<file path="src/rtl/embedding_writer_if.sv">
// Streaming beat interface for embedding_writer: valid/ready handshake carrying
// one matrix element (or checksum) per beat with its row/column position.
interface embedding_writer_if #(
    parameter int DATA_WIDTH = 8
);
    logic                  out_valid;
    logic                  out_ready;
    logic [DATA_WIDTH-1:0] out_data;
    logic [3:0]            out_row;
    logic [3:0]            out_col;
    logic                  out_last;

    modport master (
        output out_valid, out_data, out_row, out_col, out_last,
        input  out_ready
    );

    modport slave (
        input  out_valid, out_data, out_row, out_col, out_last,
        output out_ready
    );
endinterface

</file>
<file path="src/rtl/embedding_writer.sv">
// Captures a ROWS x COLS matrix on start and streams it row-major over a valid/ready port.
// Define EMBEDDING_WRITER_CHECKSUM_EN to append an XOR checksum beat at (15,15).
module embedding_writer #(
    parameter int ROWS       = 15,
    parameter int COLS       = 16,
    parameter int DATA_WIDTH = 8
) (
    input  logic                                         clk,
    input  logic                                         rst,
    input  logic                                         start,
    input  logic signed [ROWS-1:0][COLS-1:0][DATA_WIDTH-1:0] mat_in,
    embedding_writer_if.master                           stream,
    output logic                                         busy,
    output logic                                         done
);

    typedef enum logic [1:0] {IDLE, SEND, FINISH} state_t;

    localparam logic [3:0] LAST_ROW = 4'(ROWS - 1);
    localparam logic [3:0] LAST_COL = 4'(COLS - 1);

    state_t state, state_next;
    logic [ROWS-1:0][COLS-1:0][DATA_WIDTH-1:0] bank;
    logic [3:0] row, col;
    logic       handshake;
    logic       at_last_elem;
    logic       last_beat;

    assign handshake    = stream.out_valid & stream.out_ready;
    assign at_last_elem = (row == LAST_ROW) && (col == LAST_COL);

`ifdef EMBEDDING_WRITER_CHECKSUM_EN
    logic                  csum_beat;
    logic [DATA_WIDTH-1:0] checksum;

    always_comb begin
        checksum = '0;
        for (int r = 0; r < ROWS; r++) begin
            for (int c = 0; c < COLS; c++) begin
                checksum = checksum ^ bank[r][c];
            end
        end
    end

    assign last_beat = csum_beat;
`else
    assign last_beat = at_last_elem;
`endif

    always_ff @(posedge clk or posedge rst) begin
        if (rst) begin
            state <= IDLE;
        end else begin
            state <= state_next;
        end
    end

    always_comb begin
        state_next = state;
        case (state)
            IDLE:    if (start) state_next = SEND;
            SEND:    if (handshake && last_beat) state_next = FINISH;
            FINISH:  state_next = IDLE;
            default: state_next = IDLE;
        endcase
    end

    // The bank is only written on an accepted start, so start while busy cannot disturb a frame.
    always_ff @(posedge clk) begin
        if (state == IDLE && start) begin
            bank <= mat_in;
        end
    end

    always_ff @(posedge clk or posedge rst) begin
        if (rst) begin
            row <= '0;
            col <= '0;
`ifdef EMBEDDING_WRITER_CHECKSUM_EN
            csum_beat <= 1'b0;
`endif
        end else if (state == IDLE) begin
            row <= '0;
            col <= '0;
`ifdef EMBEDDING_WRITER_CHECKSUM_EN
            csum_beat <= 1'b0;
`endif
        end else if (state == SEND && handshake && !last_beat) begin
`ifdef EMBEDDING_WRITER_CHECKSUM_EN
            if (at_last_elem) begin
                csum_beat <= 1'b1;
            end else
`endif
            if (col == LAST_COL) begin
                col <= '0;
                row <= row + 4'd1;
            end else begin
                col <= col + 4'd1;
            end
        end
    end

    // Outputs are decoded straight from state so they drop to zero the moment rst asserts.
    always_comb begin
        stream.out_valid = 1'b0;
        stream.out_last  = 1'b0;
        stream.out_data  = '0;
        stream.out_row   = '0;
        stream.out_col   = '0;
        if (state == SEND) begin
            stream.out_valid = 1'b1;
            stream.out_last  = last_beat;
            stream.out_data  = bank[row][col];
            stream.out_row   = row;
            stream.out_col   = col;
`ifdef EMBEDDING_WRITER_CHECKSUM_EN
            if (csum_beat) begin
                stream.out_data = checksum;
                stream.out_row  = 4'hF;
                stream.out_col  = 4'hF;
            end
`endif
        end
    end

    assign busy = (state != IDLE);
    assign done = (state == FINISH);

endmodule
</file>
<file path="src/flat_wrapper.sv">
// flat-port wrapper written by rule: the top's interface ports become plain ports
module embedding_writer_flat 
#(
    parameter int ROWS       = 15,
    parameter int COLS       = 16,
    parameter int DATA_WIDTH = 8
)
  (clk, rst, start, mat_in, busy, done, stream_out_valid, stream_out_data, stream_out_row, stream_out_col, stream_out_last, stream_out_ready);
  embedding_writer_if #(.DATA_WIDTH(DATA_WIDTH)) stream_i ();
  input  logic clk;
  input  logic rst;
  input  logic start;
  input  logic signed [ROWS-1:0][COLS-1:0][DATA_WIDTH-1:0] mat_in;
  output logic busy;
  output logic done;
  output wire logic [$bits(stream_i.out_valid)-1:0] stream_out_valid;
  output wire logic [$bits(stream_i.out_data)-1:0] stream_out_data;
  output wire logic [$bits(stream_i.out_row)-1:0] stream_out_row;
  output wire logic [$bits(stream_i.out_col)-1:0] stream_out_col;
  output wire logic [$bits(stream_i.out_last)-1:0] stream_out_last;
  input wire logic [$bits(stream_i.out_ready)-1:0] stream_out_ready;
  assign stream_out_valid = stream_i.out_valid;
  assign stream_out_data = stream_i.out_data;
  assign stream_out_row = stream_i.out_row;
  assign stream_out_col = stream_i.out_col;
  assign stream_out_last = stream_i.out_last;
  assign stream_i.out_ready = stream_out_ready;
  embedding_writer #(.ROWS(ROWS), .COLS(COLS), .DATA_WIDTH(DATA_WIDTH)) u_core (.clk(clk), .rst(rst), .start(start), .mat_in(mat_in), .stream(stream_i), .busy(busy), .done(done));
endmodule
</file>
<file path="config.mk">
export PLATFORM = sky130hd
export DESIGN_NAME = embedding_writer_flat
export DESIGN_NICKNAME = d
export VERILOG_FILES = /design/src/rtl/embedding_writer_if.sv /design/src/rtl/embedding_writer.sv /design/src/flat_wrapper.sv
export SDC_FILE = /design/constraint.sdc
export NUM_CORES = 2
export LEC_CHECK = 0
export BUFFER_PORTS_ARGS = -buffer_cell sky130_fd_sc_hd__buf_2
export CAP_MARGIN = 30
export CORE_AREA = 2 2 758 760
export CTS_CLUSTER_SIZE = 24
export DETAILED_ROUTE_END_ITERATION = 8
export DIE_AREA = 0 0 760 762
export HOLD_SLACK_MARGIN = 0.05
export SYNTH_ARGS = -nofsm -noshare
export SYNTH_HDL_FRONTEND = slang
export SYNTH_SLANG_ARGS = --single-unit
</file>
<file path="constraint.sdc">
create_clock -name clk -period 53.1 [get_ports clk]
set_clock_uncertainty 0.1 [all_clocks]
set_input_delay 7.965 -clock clk [delete_from_list [all_inputs] [get_ports clk]]
set_output_delay 7.965 -clock clk [all_outputs]
set_load 0.03 [all_outputs]
</file>
=== Yosys cells after proc, flatten, opt, wreduce, memory -nomap -nowiden ===
Cells that the tools add are included.

* Output and inout bits: 20
* Register bits: 1930
* Input port bits: 1924
* Word-level logic and storage cells: 284

* Equal/unequal tests: 6
* Muxes and demuxes: 18
* Bitwise gates (word level): 1
* Add/subtract/negate cells: 2
* Reduce and logical (&&, ||, !) cells: 12
* Magnitude comparators: 2

{| class="wikitable"
|+ Operators with widths
! operator !! count
|-
| binary-select mux 128 bit (select 4 bit) || 1
|-
| 2-to-1 mux 128 bit || 1
|-
| binary-select mux 8 bit (select 4 bit) || 1
|-
| 2-to-1 mux 4 bit || 8
|-
| 2-to-1 mux 8 bit || 2
|-
| < comparator 4 x 5 -> 1 bit, second input constant || 2
|-
| adder 4 x 1 -> 4 bit, second input constant || 2
|-
| == test 4 bit, second input constant || 2
|-
| nonzero test 2 bit || 3
|-
| logical AND 1 bit || 5
|-
| 2-to-1 mux 2 bit || 2
|-
| one-hot mux 2 bit (2 select lines) || 1
|-
| AND reduction 2 bit || 2
|-
| == test 2 x 1 -> 1 bit, second input constant || 1
|-
| == test 2 bit, second input constant || 1
|-
| logical NOT 2 bit || 1
|-
| 2-to-1 mux 1 bit || 2
|-
| inequality test 2 x 1 -> 1 bit, second input constant || 1
|-
| inequality test 2 bit, second input constant || 1
|-
| AND 1 bit || 1
|-
| logical NOT 1 bit || 1
|}

=== Logic depth before layout (Yosys ltp) ===
* Depth in word-level cells: 7
* Mapped depth: 14
* Mapped depth without buffers: 8

=== Worst setup path before layout ===
Ideal clock, no wire load.

* Path type: input-to-reg
* From: input start
* To: register u_core.bank[0] in the netlist's numbering (enable)
* Required time: 50450 ps
* Arrival time: 50854 ps
* Stages: 1
* Library setup time: 2550 ps
* Setup slack: -404 ps
* Path buffers: 0
* Cell sequence: and2_1

* Longest elaborated chain between the ends: 1

{| class="wikitable"
|+ Ends and longest elaborated chain
! element !! RTL line !! source
|-
| from (decl) || flat_wrapper.sv:12 || <nowiki>input logic start;</nowiki>
|-
| logical AND 1 bit || embedding_writer.sv:70 || <nowiki>if (state == IDLE && start) begin</nowiki>
|-
| to (signal assigned) || embedding_writer.sv:71 || <nowiki>bank <= mat_in;</nowiki>
|-
| to (decl) || embedding_writer.sv:23 || <nowiki>logic [ROWS-1:0][COLS-1:0][DATA_WIDTH-1:0] bank;</nowiki>
|}

Every way passes these cells.
A chain may end at the register's enable or synchronous reset.

=== Final worst setup path ===
* From: register u_core.row[0]
* To: output stream_out_data[2]

* Longest elaborated chain between the ends: 5

{| class="wikitable"
|+ Ends and longest elaborated chain
! element !! RTL line !! source
|-
| from (decl) || embedding_writer.sv:24 || <nowiki>logic [3:0] row, col;</nowiki>
|-
| from (signal assigned) || embedding_writer.sv:96 || <nowiki>row <= row + 4'd1;</nowiki>
|-
| binary-select mux 128 bit (select 4 bit) || embedding_writer.sv:113 || <nowiki>stream.out_data = bank[row][col];</nowiki>
|-
| 2-to-1 mux 128 bit (not written as such) || embedding_writer.sv:113 ||
|-
| binary-select mux 8 bit (select 4 bit) || embedding_writer.sv:113 ||
|-
| 2-to-1 mux 8 bit (not written as such) || embedding_writer.sv:113 ||
|-
| 2-to-1 mux 8 bit || embedding_writer.sv:110 || <nowiki>if (state == SEND) begin</nowiki>
|-
| to (decl) || flat_wrapper.sv:17 || <nowiki>output wire logic [$bits(stream_i.out_data)-1:0] stream_out_data;</nowiki>
|}

Every way passes these cells. The select of a mux whose other input is x is not followed.

==> summary.md <==
| Metric | Value |
|---|---|
| Hold Violations, Final | `0` |
| Maxcap violations | `0` |
| DRC violations left | `0` |
| TritonCTS buffer count | `around 230` |
| Ys async rst share | `0.518%` |
| IO Port Bufs | `about 1,900` |
| Beginning of the critical path | `u_core.row[0]$_DFFE_PP0P_` |
| Root buffer cell | `clkbuf_16` |
| Number of synthesized flops with an enable pin | `1,920` |
| Nets | `just under 8,000` |
| Setup Fix Bufs, Post-CTS | `0` |
| Crit start category | `register` |
| Critical path depth | `12` |
| Final setup violation count | `0` |
| Initial antenna violation count | `562` |
| CTS Sinks | `1,930` |
| Die Ht | `762 microns` |
| Max Freq | `63.0 MHz` |
| Gpl congestion | `0.892` |
| Max VDD drop | `0.0335 mV` |
| DRT iter0 DRCs | `5,233` |
| Crit-path max cell delay | `0.88 ns` |
| Met1 wire length | `226 mm` |
| R2R setup slack | `45.51 ns` |
| Leak pwr | `about 34 nW` |
| Vias per cell | `3.64` |
| GRT Util Overall | `18.0%` |
| Cell mode on critical path | `buf_4` |
| Sequential share of the synthesized area | `approximately 77%` |
| Commonest non-fill, non-tap cell in the layout | `buf_2` |
| Netlist Area Pre-Place | `74,700 sq um` |
| Final Non-Filler Cells | `13,800` |
| CP max stage cell | `o22ai_1` |
| Utilization after layout | `~18%` |
| Die area | `579,000 sq um` |
| Worst Path Arrival | `between 7 and 8 ns` |
| CTS tree | `done` |
| Die Span X | `760 microns` |
| Critical-path cell list | `buf_4, buf_4, buf_4, buf_4, mux2i_1, a22oi_1, a31oi_1, o221ai_1, o22ai_1, o32ai_1, buf_2, buf_2` |
| Crit Path Class | `reg -> out` |
| Post-route antenna net violation count | `0` |
| Synth Register Bits | `1,930` |
| Post-CTS Hold Buffers | `0` |
| H-tree depth | `4` |
| Boundary pin count | `between 1,500 and 2,000` |
| RSZ-0062 raised after global routing | `no` |
| DRT Pass-1 Iters | `6` |
| Synth Flop Type | `edfxtp_1` |
| Detailed Route WL | `543 mm` |
| Status | `completed` |
| Delay-heaviest family, CP | `buffers and inverters` |
| R2R cell count | `8` |
| Post-Syn Instances | `3,612` |
| # placed instances | `13,100` |
| Setup tns final | `0 ns` |
| Number of global-route vias before repair | `49,600` |
| Met2 routed WL | `249 mm` |
| Total number of yosys warnings | `0` |
| Hold slack | `about 0.53 ns` |
| Crit path to | `stream_out_data[2]` |
| Min-Delay Path Class | `reg -> reg` |
| Post-Synthesis Net Count | `5,539` |
| CP Capture Type | `output port` |
| DP HPWL | `between 400 and 500 mm` |
| Slew Limit Fails | `0` |
| Vias | `50,100` |
| Layout cell share with drive strength beyond 1 | `51.0%` |
| Area growth from synthesis to layout | `38.8%` |
| Cell row count | `around 280` |
| Starting density of the core | `13.1%` |
| Min Tclk post-route | `15.87 ns` |
| Worst Max-Slew Pin Slew | `1.35 ns` |
| CTS resizes | `0` |
| Reg-to-Reg Start | `u_core.state[0]$_DFFE_PP0P_` |
| Pwr dens | `38.6 nW/um^2` |
| Synth cell types | `a little over 60` |
| Power consumption | `about 4.0 mW` |
| Clock Pin Slew Worst Setup and Hold Paths | `0.06 ns` |
| Crit share post-route | `29.9%` |
| Hold path depth | `2` |
| Commonest non-fill, non-tap cells in the layout | `buf_2 (1,949), edfxtp_1 (1,920), mux4_2 (278), mux2i_1 (249), clkbuf_16 (229)` |
| Clock Latency Late Sink | `0.95 ns` |
| Synthesized area per cell | `20.7 sq um` |
| WP data required | `45.04 ns` |
| Hold Path Origin | `u_core.col[3]$_DFFE_PP0P_` |
| DR WL met3 | `45.9 mm` |
| Gr ovfl total | `0` |
| Longest Clk Path Bufs | `4` |
| FILL cells | `61,700` |
| CP bufs+invs | `6` |
| CP max FO | `39` |
| Worst rel slew slack | `9.81%` |
| Global-route wire length before repair | `649 mm` |
| Max Used Layer | `met5` |
| Core area | `571,000 sq um` |
| Largest net degree at the start of global routing | `188` |
| Routed len/inst | `between 30 and 40 microns` |
| RR Endpoint | `u_core.bank[809]$_DFFE_PP_` |
final cells by class:
class                           count  area (sq um)  area share [%]
Sequential cell                  1930         57900            55.8
Multi-Input combinational cell   1447         16000            15.4
Timing Repair Buffer             2204         12100            11.7
Tap cell                         7560          9460            9.12
Clock buffer                      263          5860            5.65
Clock inverter                    160          1890            1.82
Antenna cell                      184           460           0.444
Inverter                           10          61.3          0.0591
stage by stage:
step,setup WS (ns),instance area [sq um]
final,37.23,104000
after global routing,37.08,104000
after CTS,37.03,103000
after detailed placement,38.18,95400
after global placement,36.21,94400
after floorplan,21.30,74700
worst min-delay path, cell delays in order (launching register included):
cell and delay [ns]:
dfrtp_1 0.43, o21ai_0 0.10, a21oi_1 0.06
how the worst min path moves through the flow:
stage,to,slack [ns]
6_report,u_core.col[3]$_DFFE_PP0P_,0.53
3_5_place_dp,u_core.col[3]$_DFFE_PP0P_,0.53
5_1_grt,u_core.col[3]$_DFFE_PP0P_,0.57
2_1_floorplan,u_core.row[3]$_DFFE_PP0P_,0.45
3_3_place_gp,u_core.col[3]$_DFFE_PP0P_,0.53
4_1_cts,u_core.col[3]$_DFFE_PP0P_,0.54
layer usage:
metal,vias to the layer above,track usage [%]
met5,-,0
met4,252,5.00
met3,1073,5.43
met2,3417,29.4
met1,25400,23.0
li1,19900,-
cells by family (layout without fill, tap and decap cells):
logic type	after synthesis	after routing	share of synthesized area [%]
flip-flops	1930	1930	77.5
multiplexers	671	671	13.9
AO/OA/AOI/OAI	499	499	5.17
AND/OR/NAND/NOR	271	271	1.67
buffers and inverters	235	2637	1.74
adder cells (fa/ha/maj)	3	3	0.0502
XOR/XNOR	3	3	0.0352
other	0	184	0
cells in the mapped netlist (9+ instances only):
master / number / share of area, %
nand2_1: 101 / 0.51
nor3_1: 18 / 0.12
o32ai_1: 13 / 0.15
buf_1: 23 / 0.12
nor2_1: 63 / 0.32
o31ai_1: 9 / 0.090
a21oi_1: 80 / 0.54
a221oi_1: 112 / 1.3
o221ai_1: 25 / 0.29
o21ai_0: 50 / 0.33
or3_1: 15 / 0.13
nand2b_1: 11 / 0.092
dfrtp_1: 10 / 0.33
a22oi_1: 25 / 0.25
a31oi_1: 21 / 0.18
mux4_2: 278 / 8.4
mux2i_1: 257 / 3.4
o2bb2ai_1: 21 / 0.25
nand3_1: 18 / 0.12
buf_6: 34 / 0.51
edfxtp_1: 1920 / 77
buf_4: 27 / 0.27
and3_1: 10 / 0.084
a221o_1: 70 / 0.94
clkbuf_1: 106 / 0.53
mux2_2: 136 / 2.0
buf_2: 34 / 0.23
nor2b_1: 12 / 0.10
flip-flops by register name, indices dropped and copies added, names as in the netlist:
| signal | count |
|---|---|
| u_core.bank | 1920 |
| u_core.col | 4 |
| u_core.state | 2 |
| u_core.row | 4 |
power breakdown:
group,internal [mW],switching [mW],leakage (nW)
Combinational,0.171,0.407,13.2
Sequential,1.74,0.0255,17.6
Clock,0.940,0.722,3.75
Total,2.85,1.15,34.5
(Power assumes the default switching activity.)
